File: src/rtl/tl_source_remapper.sv
// rtl/tl_source_remapper.sv - TileLink-UL/UH source-ID remapper with per-request tracking table.
// Optional unknown-source check on D: TL_SOURCE_REMAP_CHECK_EN.
module tl_source_remapper #(
    parameter int DataWidth         = 64,
    parameter int AddrWidth         = 56,
    parameter int SinkWidth         = 1,
    parameter int HostSourceWidth   = 4,
    parameter int DeviceSourceWidth = 2,
    parameter int NumEntries        = 2 ** DeviceSourceWidth,
    parameter int MaxSize           = 6,
    localparam int SizeWidth        = $clog2(MaxSize + 1),
    localparam int MaskWidth        = DataWidth / 8
) (
    input  logic                         clk_i,
    input  logic                         rst_i,
    // host side: A in, B out, C in, D out, E in
    input  logic                         host_a_valid,
    output logic                         host_a_ready,
    input  logic [2:0]                   host_a_opcode,
    input  logic [2:0]                   host_a_param,
    input  logic [SizeWidth-1:0]         host_a_size,
    input  logic [HostSourceWidth-1:0]   host_a_source,
    input  logic [AddrWidth-1:0]         host_a_address,
    input  logic [MaskWidth-1:0]         host_a_mask,
    input  logic [DataWidth-1:0]         host_a_data,
    input  logic                         host_a_corrupt,
    output logic                         host_b_valid,
    input  logic                         host_b_ready,
    output logic [2:0]                   host_b_opcode,
    output logic [1:0]                   host_b_param,
    output logic [SizeWidth-1:0]         host_b_size,
    output logic [HostSourceWidth-1:0]   host_b_source,
    output logic [AddrWidth-1:0]         host_b_address,
    output logic [MaskWidth-1:0]         host_b_mask,
    output logic [DataWidth-1:0]         host_b_data,
    output logic                         host_b_corrupt,
    input  logic                         host_c_valid,
    output logic                         host_c_ready,
    input  logic [2:0]                   host_c_opcode,
    input  logic [2:0]                   host_c_param,
    input  logic [SizeWidth-1:0]         host_c_size,
    input  logic [HostSourceWidth-1:0]   host_c_source,
    input  logic [AddrWidth-1:0]         host_c_address,
    input  logic [DataWidth-1:0]         host_c_data,
    input  logic                         host_c_corrupt,
    output logic                         host_d_valid,
    input  logic                         host_d_ready,
    output logic [2:0]                   host_d_opcode,
    output logic [1:0]                   host_d_param,
    output logic [SizeWidth-1:0]         host_d_size,
    output logic [HostSourceWidth-1:0]   host_d_source,
    output logic [SinkWidth-1:0]         host_d_sink,
    output logic                         host_d_denied,
    output logic [DataWidth-1:0]         host_d_data,
    output logic                         host_d_corrupt,
    input  logic                         host_e_valid,
    output logic                         host_e_ready,
    input  logic [SinkWidth-1:0]         host_e_sink,
    // device side: A out, B in, C out, D in, E out
    output logic                         device_a_valid,
    input  logic                         device_a_ready,
    output logic [2:0]                   device_a_opcode,
    output logic [2:0]                   device_a_param,
    output logic [SizeWidth-1:0]         device_a_size,
    output logic [DeviceSourceWidth-1:0] device_a_source,
    output logic [AddrWidth-1:0]         device_a_address,
    output logic [MaskWidth-1:0]         device_a_mask,
    output logic [DataWidth-1:0]         device_a_data,
    output logic                         device_a_corrupt,
    input  logic                         device_b_valid,
    output logic                         device_b_ready,
    input  logic [2:0]                   device_b_opcode,
    input  logic [1:0]                   device_b_param,
    input  logic [SizeWidth-1:0]         device_b_size,
    input  logic [DeviceSourceWidth-1:0] device_b_source,
    input  logic [AddrWidth-1:0]         device_b_address,
    input  logic [MaskWidth-1:0]         device_b_mask,
    input  logic [DataWidth-1:0]         device_b_data,
    input  logic                         device_b_corrupt,
    output logic                         device_c_valid,
    input  logic                         device_c_ready,
    output logic [2:0]                   device_c_opcode,
    output logic [2:0]                   device_c_param,
    output logic [SizeWidth-1:0]         device_c_size,
    output logic [DeviceSourceWidth-1:0] device_c_source,
    output logic [AddrWidth-1:0]         device_c_address,
    output logic [DataWidth-1:0]         device_c_data,
    output logic                         device_c_corrupt,
    input  logic                         device_d_valid,
    output logic                         device_d_ready,
    input  logic [2:0]                   device_d_opcode,
    input  logic [1:0]                   device_d_param,
    input  logic [SizeWidth-1:0]         device_d_size,
    input  logic [DeviceSourceWidth-1:0] device_d_source,
    input  logic [SinkWidth-1:0]         device_d_sink,
    input  logic                         device_d_denied,
    input  logic [DataWidth-1:0]         device_d_data,
    input  logic                         device_d_corrupt,
    output logic                         device_e_valid,
    input  logic                         device_e_ready,
    output logic [SinkWidth-1:0]         device_e_sink,
    output logic                         err_o
);

    localparam int BeatLog2 = $clog2(DataWidth / 8);
    localparam int CntRaw   = MaxSize - BeatLog2;
    localparam int CntWidth = (CntRaw > 1) ? CntRaw : 1;

    // Beats in a message minus one; doubles as the counter preload for a burst.
    function automatic logic [CntWidth-1:0] beats_m1(input logic has_data,
                                                     input logic [SizeWidth-1:0] size);
        logic [CntWidth-1:0] r;
        r = '0;
        if (has_data && (int'(size) > BeatLog2)) begin
            r = CntWidth'((1 << (int'(size) - BeatLog2)) - 1);
        end
        return r;
    endfunction

    logic [NumEntries-1:0]        ent_valid;
    logic [HostSourceWidth-1:0]   ent_src [NumEntries];
    logic [CntWidth-1:0]          a_cnt;
    logic [CntWidth-1:0]          d_cnt;
    logic [DeviceSourceWidth-1:0] burst_idx;

    logic                         any_free;
    logic [DeviceSourceWidth-1:0] free_idx;
    logic                         a_first;
    logic                         a_gate;
    logic                         a_fire;
    logic [CntWidth-1:0]          a_beats_m1;
    logic                         d_entry_valid;
    logic [HostSourceWidth-1:0]   d_host_src;
    logic                         d_first;
    logic                         d_last;
    logic                         d_fire;
    logic [CntWidth-1:0]          d_beats_m1;

    // Lowest free index wins, so scan downwards and let the last hit stick.
    always_comb begin
        any_free = 1'b0;
        free_idx = '0;
        for (int i = NumEntries - 1; i >= 0; i--) begin
            if (!ent_valid[i]) begin
                any_free = 1'b1;
                free_idx = DeviceSourceWidth'(i);
            end
        end
    end

    // Sources at or beyond NumEntries match no entry and read as invalid.
    always_comb begin
        d_entry_valid = 1'b0;
        d_host_src    = '0;
        for (int i = 0; i < NumEntries; i++) begin
            if (device_d_source == DeviceSourceWidth'(i)) begin
                d_entry_valid = ent_valid[i];
                d_host_src    = ent_src[i];
            end
        end
    end

    assign a_first    = (a_cnt == '0);
    assign a_gate     = a_first ? any_free : 1'b1;
    assign a_beats_m1 = beats_m1(~host_a_opcode[2], host_a_size);

    assign device_a_valid   = ~rst_i & host_a_valid & a_gate;
    assign host_a_ready     = ~rst_i & device_a_ready & a_gate;
    assign a_fire           = host_a_valid & host_a_ready;
    assign device_a_opcode  = host_a_opcode;
    assign device_a_param   = host_a_param;
    assign device_a_size    = host_a_size;
    assign device_a_source  = a_first ? free_idx : burst_idx;
    assign device_a_address = host_a_address;
    assign device_a_mask    = host_a_mask;
    assign device_a_data    = host_a_data;
    assign device_a_corrupt = host_a_corrupt;

    assign d_first    = (d_cnt == '0);
    assign d_beats_m1 = beats_m1(device_d_opcode == 3'd1, device_d_size);
    assign d_last     = d_first ? (d_beats_m1 == '0) : (d_cnt == CntWidth'(1));

`ifdef TL_SOURCE_REMAP_CHECK_EN
    logic err_q;

    // Beats for unallocated slots are swallowed so the host never sees them.
    assign host_d_valid   = ~rst_i & device_d_valid & d_entry_valid;
    assign device_d_ready = ~rst_i & (d_entry_valid ? host_d_ready : 1'b1);
    assign err_o          = err_q;

    always_ff @(posedge clk_i) begin
        if (rst_i) begin
            err_q <= 1'b0;
        end else if (d_fire && !d_entry_valid) begin
            err_q <= 1'b1;
        end
    end
`else
    assign host_d_valid   = ~rst_i & device_d_valid;
    assign device_d_ready = ~rst_i & host_d_ready;
    assign err_o          = 1'b0;
`endif

    assign d_fire         = device_d_valid & device_d_ready;
    assign host_d_opcode  = device_d_opcode;
    assign host_d_param   = device_d_param;
    assign host_d_size    = device_d_size;
    assign host_d_source  = d_host_src;
    assign host_d_sink    = device_d_sink;
    assign host_d_denied  = device_d_denied;
    assign host_d_data    = device_d_data;
    assign host_d_corrupt = device_d_corrupt;

    assign host_b_valid   = 1'b0;
    assign host_b_opcode  = '0;
    assign host_b_param   = '0;
    assign host_b_size    = '0;
    assign host_b_source  = '0;
    assign host_b_address = '0;
    assign host_b_mask    = '0;
    assign host_b_data    = '0;
    assign host_b_corrupt = 1'b0;
    assign host_c_ready   = 1'b1;
    assign host_e_ready   = 1'b1;

    assign device_b_ready   = 1'b1;
    assign device_c_valid   = 1'b0;
    assign device_c_opcode  = '0;
    assign device_c_param   = '0;
    assign device_c_size    = '0;
    assign device_c_source  = '0;
    assign device_c_address = '0;
    assign device_c_data    = '0;
    assign device_c_corrupt = 1'b0;
    assign device_e_valid   = 1'b0;
    assign device_e_sink    = '0;

    logic unused_inputs;
    assign unused_inputs = ^{host_b_ready, host_c_valid, host_c_opcode, host_c_param, host_c_size,
                             host_c_source, host_c_address, host_c_data, host_c_corrupt,
                             host_e_valid, host_e_sink, device_b_valid, device_b_opcode,
                             device_b_param, device_b_size, device_b_source, device_b_address,
                             device_b_mask, device_b_data, device_b_corrupt, device_c_ready,
                             device_e_ready, d_entry_valid};

    // A free and an allocation never hit the same slot: only invalid slots are allocated.
    always_ff @(posedge clk_i) begin
        if (rst_i) begin
            ent_valid <= '0;
            for (int i = 0; i < NumEntries; i++) begin
                ent_src[i] <= '0;
            end
            a_cnt     <= '0;
            d_cnt     <= '0;
            burst_idx <= '0;
        end else begin
            if (d_fire) begin
                d_cnt <= d_first ? d_beats_m1 : (d_cnt - CntWidth'(1));
                if (d_last) begin
                    for (int i = 0; i < NumEntries; i++) begin
                        if (device_d_source == DeviceSourceWidth'(i)) begin
                            ent_valid[i] <= 1'b0;
                        end
                    end
                end
            end
            if (a_fire) begin
                if (a_first) begin
                    a_cnt     <= a_beats_m1;
                    burst_idx <= free_idx;
                    for (int i = 0; i < NumEntries; i++) begin
                        if (free_idx == DeviceSourceWidth'(i)) begin
                            ent_valid[i] <= 1'b1;
                            ent_src[i]   <= host_a_source;
                        end
                    end
                end else begin
                    a_cnt <= a_cnt - CntWidth'(1);
                end
            end
        end
    end

endmodule

File: config.mk
export PLATFORM = sky130hd
export DESIGN_NAME = tl_source_remapper
export DESIGN_NICKNAME = d
export VERILOG_FILES = /design/src/rtl/tl_source_remapper.sv
export SDC_FILE = /design/constraint.sdc
export NUM_CORES = 1
export LEC_CHECK = 0
export BUFFER_PORTS_ARGS = -buffer_cell sky130_fd_sc_hd__buf_2
export CORE_AREA = 2 2 391 393
export DETAILED_ROUTE_END_ITERATION = 10
export DIE_AREA = 0 0 393 395
export SKIP_LAST_GASP = 1
export SYNTH_ARGS = -nofsm -noshare
export SYNTH_HDL_FRONTEND = slang
export SYNTH_SLANG_ARGS = --single-unit
File: constraint.sdc
create_clock -name clk_i -period 3.6 [get_ports clk_i]
set_input_delay 0.18 -clock clk_i [delete_from_list [all_inputs] [get_ports clk_i]]
set_output_delay 0.18 -clock clk_i [all_outputs]
set_load 0.01 [all_outputs]
==> results of run 1 <==
==> worst max-delay path, delay by kind of cell <==
kind / cells / cell delay (ps)
fa+ha+maj: 3 / 870
simple gates: 2 / 630
compound gates: 2 / 420
mux: 1 / 390
buf+inv: 1 / 150
==> power by group through the flow <==
stage	Clock (mW)	Combinational, mW	Sequential [mW]
final	0.331	0.293	0.359
after global routing	0.346	0.333	0.361
after CTS	0.337	0.296	0.360
after detailed placement	0	0.296	0.366
after global placement	0	0.291	0.366
after floorplan	0	0.689	0.364
==> cell usage in the layout, fill, tap and decap left out, types with 5 or more instances in the layout <==
| cell type | netlist | final |
|---|---|---|
| nand2_1 | 5 | 5 |
| and2_1 | 16 | 16 |
| buf_2 | 1 | 41 |
| ha_1 | 11 | 11 |
| dfxtp_1 | 12 | 12 |
| edfxtp_1 | 16 | 16 |
| inv_1 | 11 | 11 |
| conb_1 | 2 | 281 |
| o211ai_1 | 5 | 5 |
| nor2_1 | 7 | 7 |
==> routing by layer <==
layer,GRT usage,routed length [um],up-vias
met5,0,58,-
met4,0.0238,2410,10
met3,0.0543,9910,142
met2,0.0557,13000,356
met1,0.0121,3730,1004
li1,-,-,961
==> registers in the layout, indices dropped and copies added, names as in the netlist <==
signal and count:
ent_src 16, ent_valid 4, burst_idx 2, a_cnt 3, d_cnt 3
==> per-stage QoR <==
step	worst slack (ps)	instance area (um^2)	power, mW	hold WS, ps	instances
3_3_place_gp	869	5570	0.657	360	2507
5_1_grt	862	5680	1.04	257	2511
6_report	1100	5680	0.984	244	2513
3_5_place_dp	825	5570	0.662	360	2507
4_1_cts	1100	5680	0.993	246	2511
2_1_floorplan	1280	6550	1.05	372	932
==> area by class of cell <==
cell class              instances  share of cell area
clock inverters                 1             0.00528
well taps                    2030               0.447
multi-input cells             395               0.361
clock buffers                   3              0.0132
flip-flops and latches         28               0.127
inverters                      11             0.00727
repair buffers                 43              0.0387
diodes                          2            0.000881
==> cells by family after synthesis <==
kind of cell,Yosys count,share of synthesized area
AOI/OAI and AO/OA,29,0.0426
muxes,5,0.0182
adders and majority gates,11,0.0250
DFF,28,0.131
buffers and inverters,509,0.686
and+or+nand+nor,67,0.0922
other,2,0.00137
xor gates and xnor gates,2,0.00319
==> how the worst min path moves through the flow <==
stage	endpoint	cells past startpoint	slack [ps]
floorplan	d_cnt[0]	2	370
global placement	device_a_address[39]	0	360
detailed placement	device_a_address[39]	0	360
CTS	ent_src[0][1]	2	250
global route	ent_src[1][2]	2	260
finish	ent_src[1][2]	2	240
==> impl_metrics.py, run 1 <==
metrics = {
    "outcome": {
        "status": "finished clean",
    },
    "timing": {
        "fin_crit_sh": 0.693,
        "fin_crit_ps": 2500,
        "finalMaxSlewViolations": 0,
        "setup_viol": 0,
        "rsz0062_at_grt": "no",
        "hold_violations": 0,
        "clock.fmax_mhz": 401,
        "tns_ps": 0,
        "clock_skew_ps": 4.11,
    },
    "clock_network": {
        "cts-root-buf": "clkbuf_16",
        "cts_sinks": 28,
        "clock_latency_ps": 260,
        "cts_resized": 0,
        "h-tree-depth": 1,
        "cts_tree": "done",
        "clockBufferDepth": 2,
        "cts_hold_buf": 0,
        "cts_buffers": 3,
        "cts.clk_slew.worst_paths_ps": 70,
        "post-cts-setup-buffer-count": 0,
    },
    "drt": {
        "drtIter0Drc": 69,
        "drc_errors": 0,
        "drt-pass1-iter-count": 3,
        "wire_per_inst_um": 11.6,
        "ant_nets": 0,
        "vias": 2473,
        "drt-vias-per-instance": 0.984,
        "routed_wl_um": 29100,
    },
    "placed_design": {
        "dp_hpwl_um": 27700,
        "gp_congestion": 0.651,
        "io_buffers": 41,
    },
    "final_layout": {
        "layout-drive-gt1-share": 0.150,
        "fillers": 18000,
        "area_growth_pct": 3.37,
        "post-route-util": 0.0376,
        "nets": 998,
        "regArea_um2": 721,
        "multi_input_area_um2": 2050,
    },
    "floorplan": {
        "ioPinCount": 1009,
        "dieHeight_um": 395,
        "num_rows": 143,
        "floorplan.initialDensity": 0.0364,
        "die_x_um": 393,
        "core_area_um2": 151000,
        "die_area_um2": 155000,
    },
    "synth": {
        "synthesis.area_um2": 5500,
        "synth_flop_cell": "edfxtp_1",
        "syn_area_per_cell_um2": 8.42,
        "yosysSeqAreaShare": 0.131,
        "synth_top_area_cell": "buf_4",
        "yosysTopAreaCellShare": 0.675,
        "synth_area_leaders": "buf_4 67%, edfxtp_1 8.7%, dfxtp_1 4.4%, ha_1 2.5%, and2_1 1.8%",
        "ys_warn_count": 0,
        "synth.distinct_cells": 52,
        "synthCells": 653,
        "synth_edf_count": 16,
        "yosysMostFrequentCell": "buf_4",
        "async_flop_share": 0,
        "ys_ff_latch": 28,
        "synth_commonest_cells": "494 x buf_4, 16 x and2_1, 16 x edfxtp_1, 12 x dfxtp_1",
    },
    "worst_setup_path": {
        "required_ps": 3750,
        "cp.arrival_ps": 2640,
        "worstSetupEndpointType": "flop",
        "crit_chain": "buf_2, ha_1, ha_1, or4_1, ha_1, nand4bb_1, mux2i_1, o21ai_1, o41a_1",
        "r2r_start": "a_cnt[0]",
        "startpoint": "device_d_size[0]",
        "worst_setup_path_start_kind": "primary input",
        "ff2ff_path_depth": 5,
        "reg2reg_to": "ent_src[2][3]",
        "cp_slowest_cell": "or4_1",
        "cp-endpoint": "ent_valid[2]",
        "cp_common_cell": "ha_1",
        "rrSetupSlack_ps": 1770,
        "path_class": "primary input to flop",
        "slowest_delay_ps": 520,
        "cp_max_fo": 5,
    },
    "power_and_ir_drop": {
        "p_comb_frac": 0.298,
        "seqPwrFrac": 0.365,
        "p_int_uw": 634,
        "p_clk_frac": 0.337,
        "p_leak_nw": 1.78,
        "switchingPower_uw": 349,
        "p_per_area_nw_per_um2": 173,
        "sw_frac_of_total": 0.355,
        "irDropWorstVdd_mv": 0.253,
    },
    "run": {
        "cap_violations": 0,
    },
    "global_routing": {
        "grt_pass1_wl_um": 31800,
        "grtUsageTotal": 0.0345,
        "grt_max_degree": 17,
        "grt_pass1_vias": 1938,
        "antenna_found_initial": 8,
        "gr-total-overflow": 0,
    },
    "hold_path": {
        "hp-class": "primary input to flop",
        "hp-start": "host_a_source[2]",
    },
}
(Power assumes the default switching activity.)
==> run 2: changes to the inputs <==
- ABC_AREA: not set -> 1
- CORE_AREA: 2 2 391 393 -> 2 2 398 400
- DIE_AREA: 0 0 393 395 -> 0 0 400 402
- clock period: 3.6 -> 2.1 ns (I/O delays scaled with it)
==> impl_metrics.py, run 2 <==
metrics = {
    "placed_design": {
        "gp_congestion": 0.641,
        "dp_hpwl_um": 35200,
        "placed_area_um2": 5700,
        "io_buffers": 41,
    },
    "drt": {
        "vias": 2797,
        "ant_nets": 0,
        "drt-pass1-iter-count": 4,
        "wire_per_inst_um": 13.9,
        "routed_wl_um": 36700,
        "drc_errors": 0,
        "drt-vias-per-instance": 1.06,
        "drtIter0Drc": 138,
    },
    "worst_setup_path": {
        "startpoint": "a_cnt[0]",
        "cp-endpoint": "ent_src[1][3]",
        "required_ps": 2070,
        "worstSetupEndpointType": "flop",
        "cp.arrival_ps": 1840,
        "path_class": "flop to flop",
        "cp_max_fo": 9,
        "worst_setup_path_start_kind": "flop",
        "r2r_start": "a_cnt[0]",
        "ff2ff_path_depth": 11,
        "rrSetupSlack_ps": 230,
        "reg2reg_to": "ent_src[1][3]",
    },
    "timing": {
        "tns_ps": 0,
        "fin_crit_sh": 0.892,
        "clock.fmax_mhz": 534,
        "clock_skew_ps": 1.93,
        "hold_violations": 0,
        "rsz0062_at_grt": "no",
        "setup_viol": 0,
        "fin_crit_ps": 1870,
        "finalMaxSlewViolations": 0,
    },
    "clock_network": {
        "cts-root-buf": "clkbuf_16",
        "cts_resized": 0,
        "cts_tree": "done",
        "post-cts-setup-buffer-count": 0,
        "cts_sinks": 28,
        "clockBufferDepth": 2,
        "clock_latency_ps": 260,
        "cts_hold_buf": 0,
        "cts.clk_slew.worst_paths_ps": 70,
        "cts_buffers": 3,
        "h-tree-depth": 1,
    },
    "floorplan": {
        "num_rows": 146,
        "floorplan.initialDensity": 0.0352,
        "die_x_um": 400,
        "ioPinCount": 1009,
        "dieHeight_um": 402,
        "die_area_um2": 161000,
        "core_area_um2": 157000,
    },
    "global_routing": {
        "grt_pass1_vias": 2053,
        "use_met1": 0.0120,
        "grt_max_degree": 17,
        "grt_busiest_layer": "met3",
        "grt_pass1_wl_um": 39300,
        "grtUsageTotal": 0.0426,
        "gr-total-overflow": 0,
        "met3_usage": 0.0845,
        "grt_use_met2": 0.0600,
        "antenna_found_initial": 16,
    },
    "synth": {
        "synth_commonest_cells": "494 x buf_4, 60 x nand2_1, 36 x nor2_1, 35 x inv_1, 16 x edfxtp_1",
        "synthesis.area_um2": 5530,
        "yosysMostFrequentCell": "buf_4",
        "yosysSeqAreaShare": 0.130,
        "synth_edf_count": 16,
        "synthCells": 731,
        "synth_top_area_cell": "buf_4",
        "ys_warn_count": 0,
        "async_flop_share": 0,
        "synth_flop_cell": "edfxtp_1",
        "synth.distinct_cells": 36,
        "syn_area_per_cell_um2": 7.57,
        "synth_area_leaders": "buf_4 67%, edfxtp_1 8.7%, dfxtp_1 4.3%, nand2_1 4.1%, ha_1 2.5%",
        "ys_ff_latch": 28,
        "yosysTopAreaCellShare": 0.670,
    },
    "final_layout": {
        "antenna_cells": 0,
        "fillers": 18800,
        "area_growth_pct": 4.82,
        "layout-drive-gt1-share": 0.133,
        "reg_top3": "ent_src x16, ent_valid x4",
        "nets": 1081,
        "final_cell_area_um2": 5800,
        "layout_common_cells": "281 x conb_1, 60 x nand2_1, 41 x buf_2, 36 x nor2_1, 35 x inv_1",
        "layout_commonest_cell": "conb_1",
        "regMostFlops": "ent_src",
        "largest_reg_flops": 16,
        "regArea_um2": 721,
        "multi_input_area_um2": 1990,
    },
    "run": {
        "cap_violations": 0,
    },
    "power_and_ir_drop": {
        "p_leak_nw": 2.01,
        "p_per_area_nw_per_um2": 300,
        "irDropWorstVdd_mv": 0.272,
        "p_total_mw": 1.74,
    },
    "outcome": {
        "status": "finished clean",
    },
    "hold_path": {
        "hp-class": "primary input to flop",
    },
}
[run 2: changes by cell type after synthesis, sizes merged, moves of 8 or more]
cell   delta
nand2    +58
nor2     +35
inv      +28
and2     -16
nand3    +13
nand4     +8
[run 2: area by class of cell]
cell class,count,share of cell area
Clock buffer,3,0.0129
Clock inverter,1,0.00518
Inverter,41,0.0278
Multi-Input combinational cell,446,0.342
Sequential cell,28,0.124
Tap cell,2072,0.447
Timing Repair Buffer,45,0.0406
[run 2: cell families after synthesis]
kind of cell               share of synthesized area
AOI/OAI and AO/OA                             0.0188
xor gates and xnor gates                     0.00317
adders and majority gates                     0.0249
buffers and inverters                          0.700
DFF                                            0.130
other                                        0.00136
and+or+nand+nor                                0.121
[run 2: worst min-delay path by stage]
stage               slack, ps  cells after the start                   to              start
finish                    210                      3             d_cnt[2]       host_d_ready
CTS                       200                      3        ent_src[1][2]   host_a_source[2]
global route              210                      0      host_d_data[49]  device_d_data[49]
global placement          210                      0  device_a_address[9]  host_a_address[9]
floorplan                 290                      2             a_cnt[0]     device_a_ready
detailed placement        210                      0  device_a_address[9]  host_a_address[9]
[run 2: stage by stage]
stage               hold WS [ps]  setup WS, ps  std cells  utilization
floorplan                    292           468       1010            -
CTS                          204           192       2636       0.0369
finish                       206           226       2636       0.0369
global placement             210           169       2632       0.0363
global route                 210          56.6       2636       0.0369
detailed placement           210           127       2632       0.0363
[run 2: worst max-delay path: stages, from the launching register on]
cell	delay, ps
dfxtp_1	360
inv_1	80
ha_1	190
inv_1	90
nor2_4	80
nand3_2	120
nand3_2	90
inv_4	90
nand2_8	90
inv_6	120
nand3_4	110
nand2_1	170
[run 2: layer usage]
metal	share of wire	routed length [um]	vias up
li1	-	-	1132
met1	0.10	3700	1075
met2	0.39	14400	370
met3	0.43	15600	192
met4	0.070	2560	28
met5	0.010	371	-
[run 2: power breakdown]
group          internal [mW]  switching (mW)  total (mW)
sequential             0.604          0.0138       0.618
combinational          0.103           0.454       0.557
clock                  0.380           0.185       0.565
total                   1.09           0.653        1.74
==> run 3: changes to the inputs <==
- PLACE_DENSITY: not set -> 0.3
==> impl_metrics.py, run 3 (same netlist as run 2, synthesis figures left out) <==
metrics = {
    "global_routing": {
        "gr-total-overflow": 0,
        "antenna_found_initial": 7,
        "grt_max_degree": 17,
        "grt_pass1_vias": 2168,
        "grt_pass1_wl_um": 30700,
        "grtUsageTotal": 0.0321,
    },
    "drt": {
        "ant_nets": 0,
        "drt-vias-per-instance": 1.02,
        "drt-pass1-iter-count": 4,
        "drc_errors": 0,
        "vias": 2677,
        "routed_wl_um": 27700,
        "wire_per_inst_um": 10.5,
        "drtIter0Drc": 112,
    },
    "timing": {
        "setup_viol": 0,
        "fin_crit_ps": 1790,
        "rsz0062_at_grt": "no",
        "clock_skew_ps": 1.58,
        "tns_ps": 0,
        "hold_violations": 0,
        "fin_ws_ps": 306,
        "finalMaxSlewViolations": 0,
        "fin_crit_sh": 0.854,
        "clock.fmax_mhz": 557,
    },
    "floorplan": {
        "num_rows": 146,
        "core_area_um2": 157000,
        "ioPinCount": 1009,
        "floorplan.initialDensity": 0.0352,
        "dieHeight_um": 402,
        "die_x_um": 400,
        "die_area_um2": 161000,
    },
    "clock_network": {
        "cts_hold_buf": 0,
        "cts_tree": "done",
        "clockBufferDepth": 2,
        "cts_resized": 0,
        "h-tree-depth": 1,
        "cts_buffers": 3,
        "cts.clk_slew.worst_paths_ps": 70,
        "cts_sinks": 28,
        "clock_latency_ps": 270,
        "cts-root-buf": "clkbuf_16",
        "post-cts-setup-buffer-count": 0,
    },
    "final_layout": {
        "antenna_cells": 0,
        "area_growth_pct": 4.68,
        "regMostFlops": "ent_src",
        "layout_commonest_cell": "conb_1",
        "layout_common_cells": "281 x conb_1, 60 x nand2_1, 41 x buf_2, 36 x nor2_1, 35 x inv_1",
        "nets": 1080,
        "reg_top3": "ent_src x16, ent_valid x4",
        "layout-drive-gt1-share": 0.131,
        "largest_reg_flops": 16,
    },
    "worst_setup_path": {
        "worst_setup_path_start_kind": "flop",
        "worstSetupEndpointType": "flop",
        "required_ps": 2070,
        "path_class": "flop to flop",
        "cp_max_fo": 9,
        "cp.arrival_ps": 1770,
    },
    "placed_design": {
        "dp_hpwl_um": 26300,
        "gp_congestion": 0.626,
        "place_ws_ps": 111,
        "io_buffers": 41,
    },
    "hold_path": {
        "hp-class": "primary input to flop",
    },
    "power_and_ir_drop": {
        "p_leak_nw": 2.00,
        "irDropWorstVdd_mv": 0.286,
        "p_total_mw": 1.73,
        "p_per_area_nw_per_um2": 299,
    },
    "run": {
        "cap_violations": 0,
    },
    "outcome": {
        "status": "finished clean",
    },
}
==> run 3: path summary, 6_finish.rpt <==
check / from / to / slack (ps) / depth (start not counted)
min: rst_i / ent_valid[2] / 170 / 2
max: a_cnt[0] / ent_src[0][2] / 310 / 11
max reg2reg: a_cnt[0] / ent_src[0][2] / 310 / 11
min reg2reg: burst_idx[1] / burst_idx[1] / 470 / 2
==> run 3: power by group <==
group,internal [mW],switching [mW]
Combinational,0.105,0.437
Clock,0.380,0.196
Sequential,0.604,0.0127
==> run 3: area by class of cell <==
class,instances,area (um^2)
repair buffers,44,228
well taps,2072,2590
flip-flops and latches,28,721
multi-input cells,446,1990
clock buffers,3,75.1
inverters,41,161
fillers,18800,151000
clock inverters,1,30.0
==> run 3: critical path, stage by stage, from the launching register on <==
cell     delay, ps
dfxtp_1        350
inv_1           60
ha_1           190
inv_1           90
nor2_4          70
nand3_2        100
nand3_2         90
inv_4           90
nand2_8         80
nor2_2         100
nand2_2        110
nand2_1        180
==> run 3: layer usage <==
layer  share of wire  vias to the layer above  track usage
li1                -                     1125            -
met1            0.18                     1078       0.0163
met2            0.40                      351       0.0464
met3            0.32                      113       0.0461
met4           0.087                       10       0.0252
met5           0.012                        -       0.0121
==> run 3: through the flow <==
stage                     hold WS (ps)  instances    util  instance area [um^2]
final                              171       2635  0.0369                  5790
after global routing               203       2635  0.0369                  5790
after CTS                          179       2635  0.0369                  5790
after detailed placement           210       2631  0.0362                  5690
after global placement             210       2631  0.0362                  5690
after floorplan                    292       1010       -                  6580
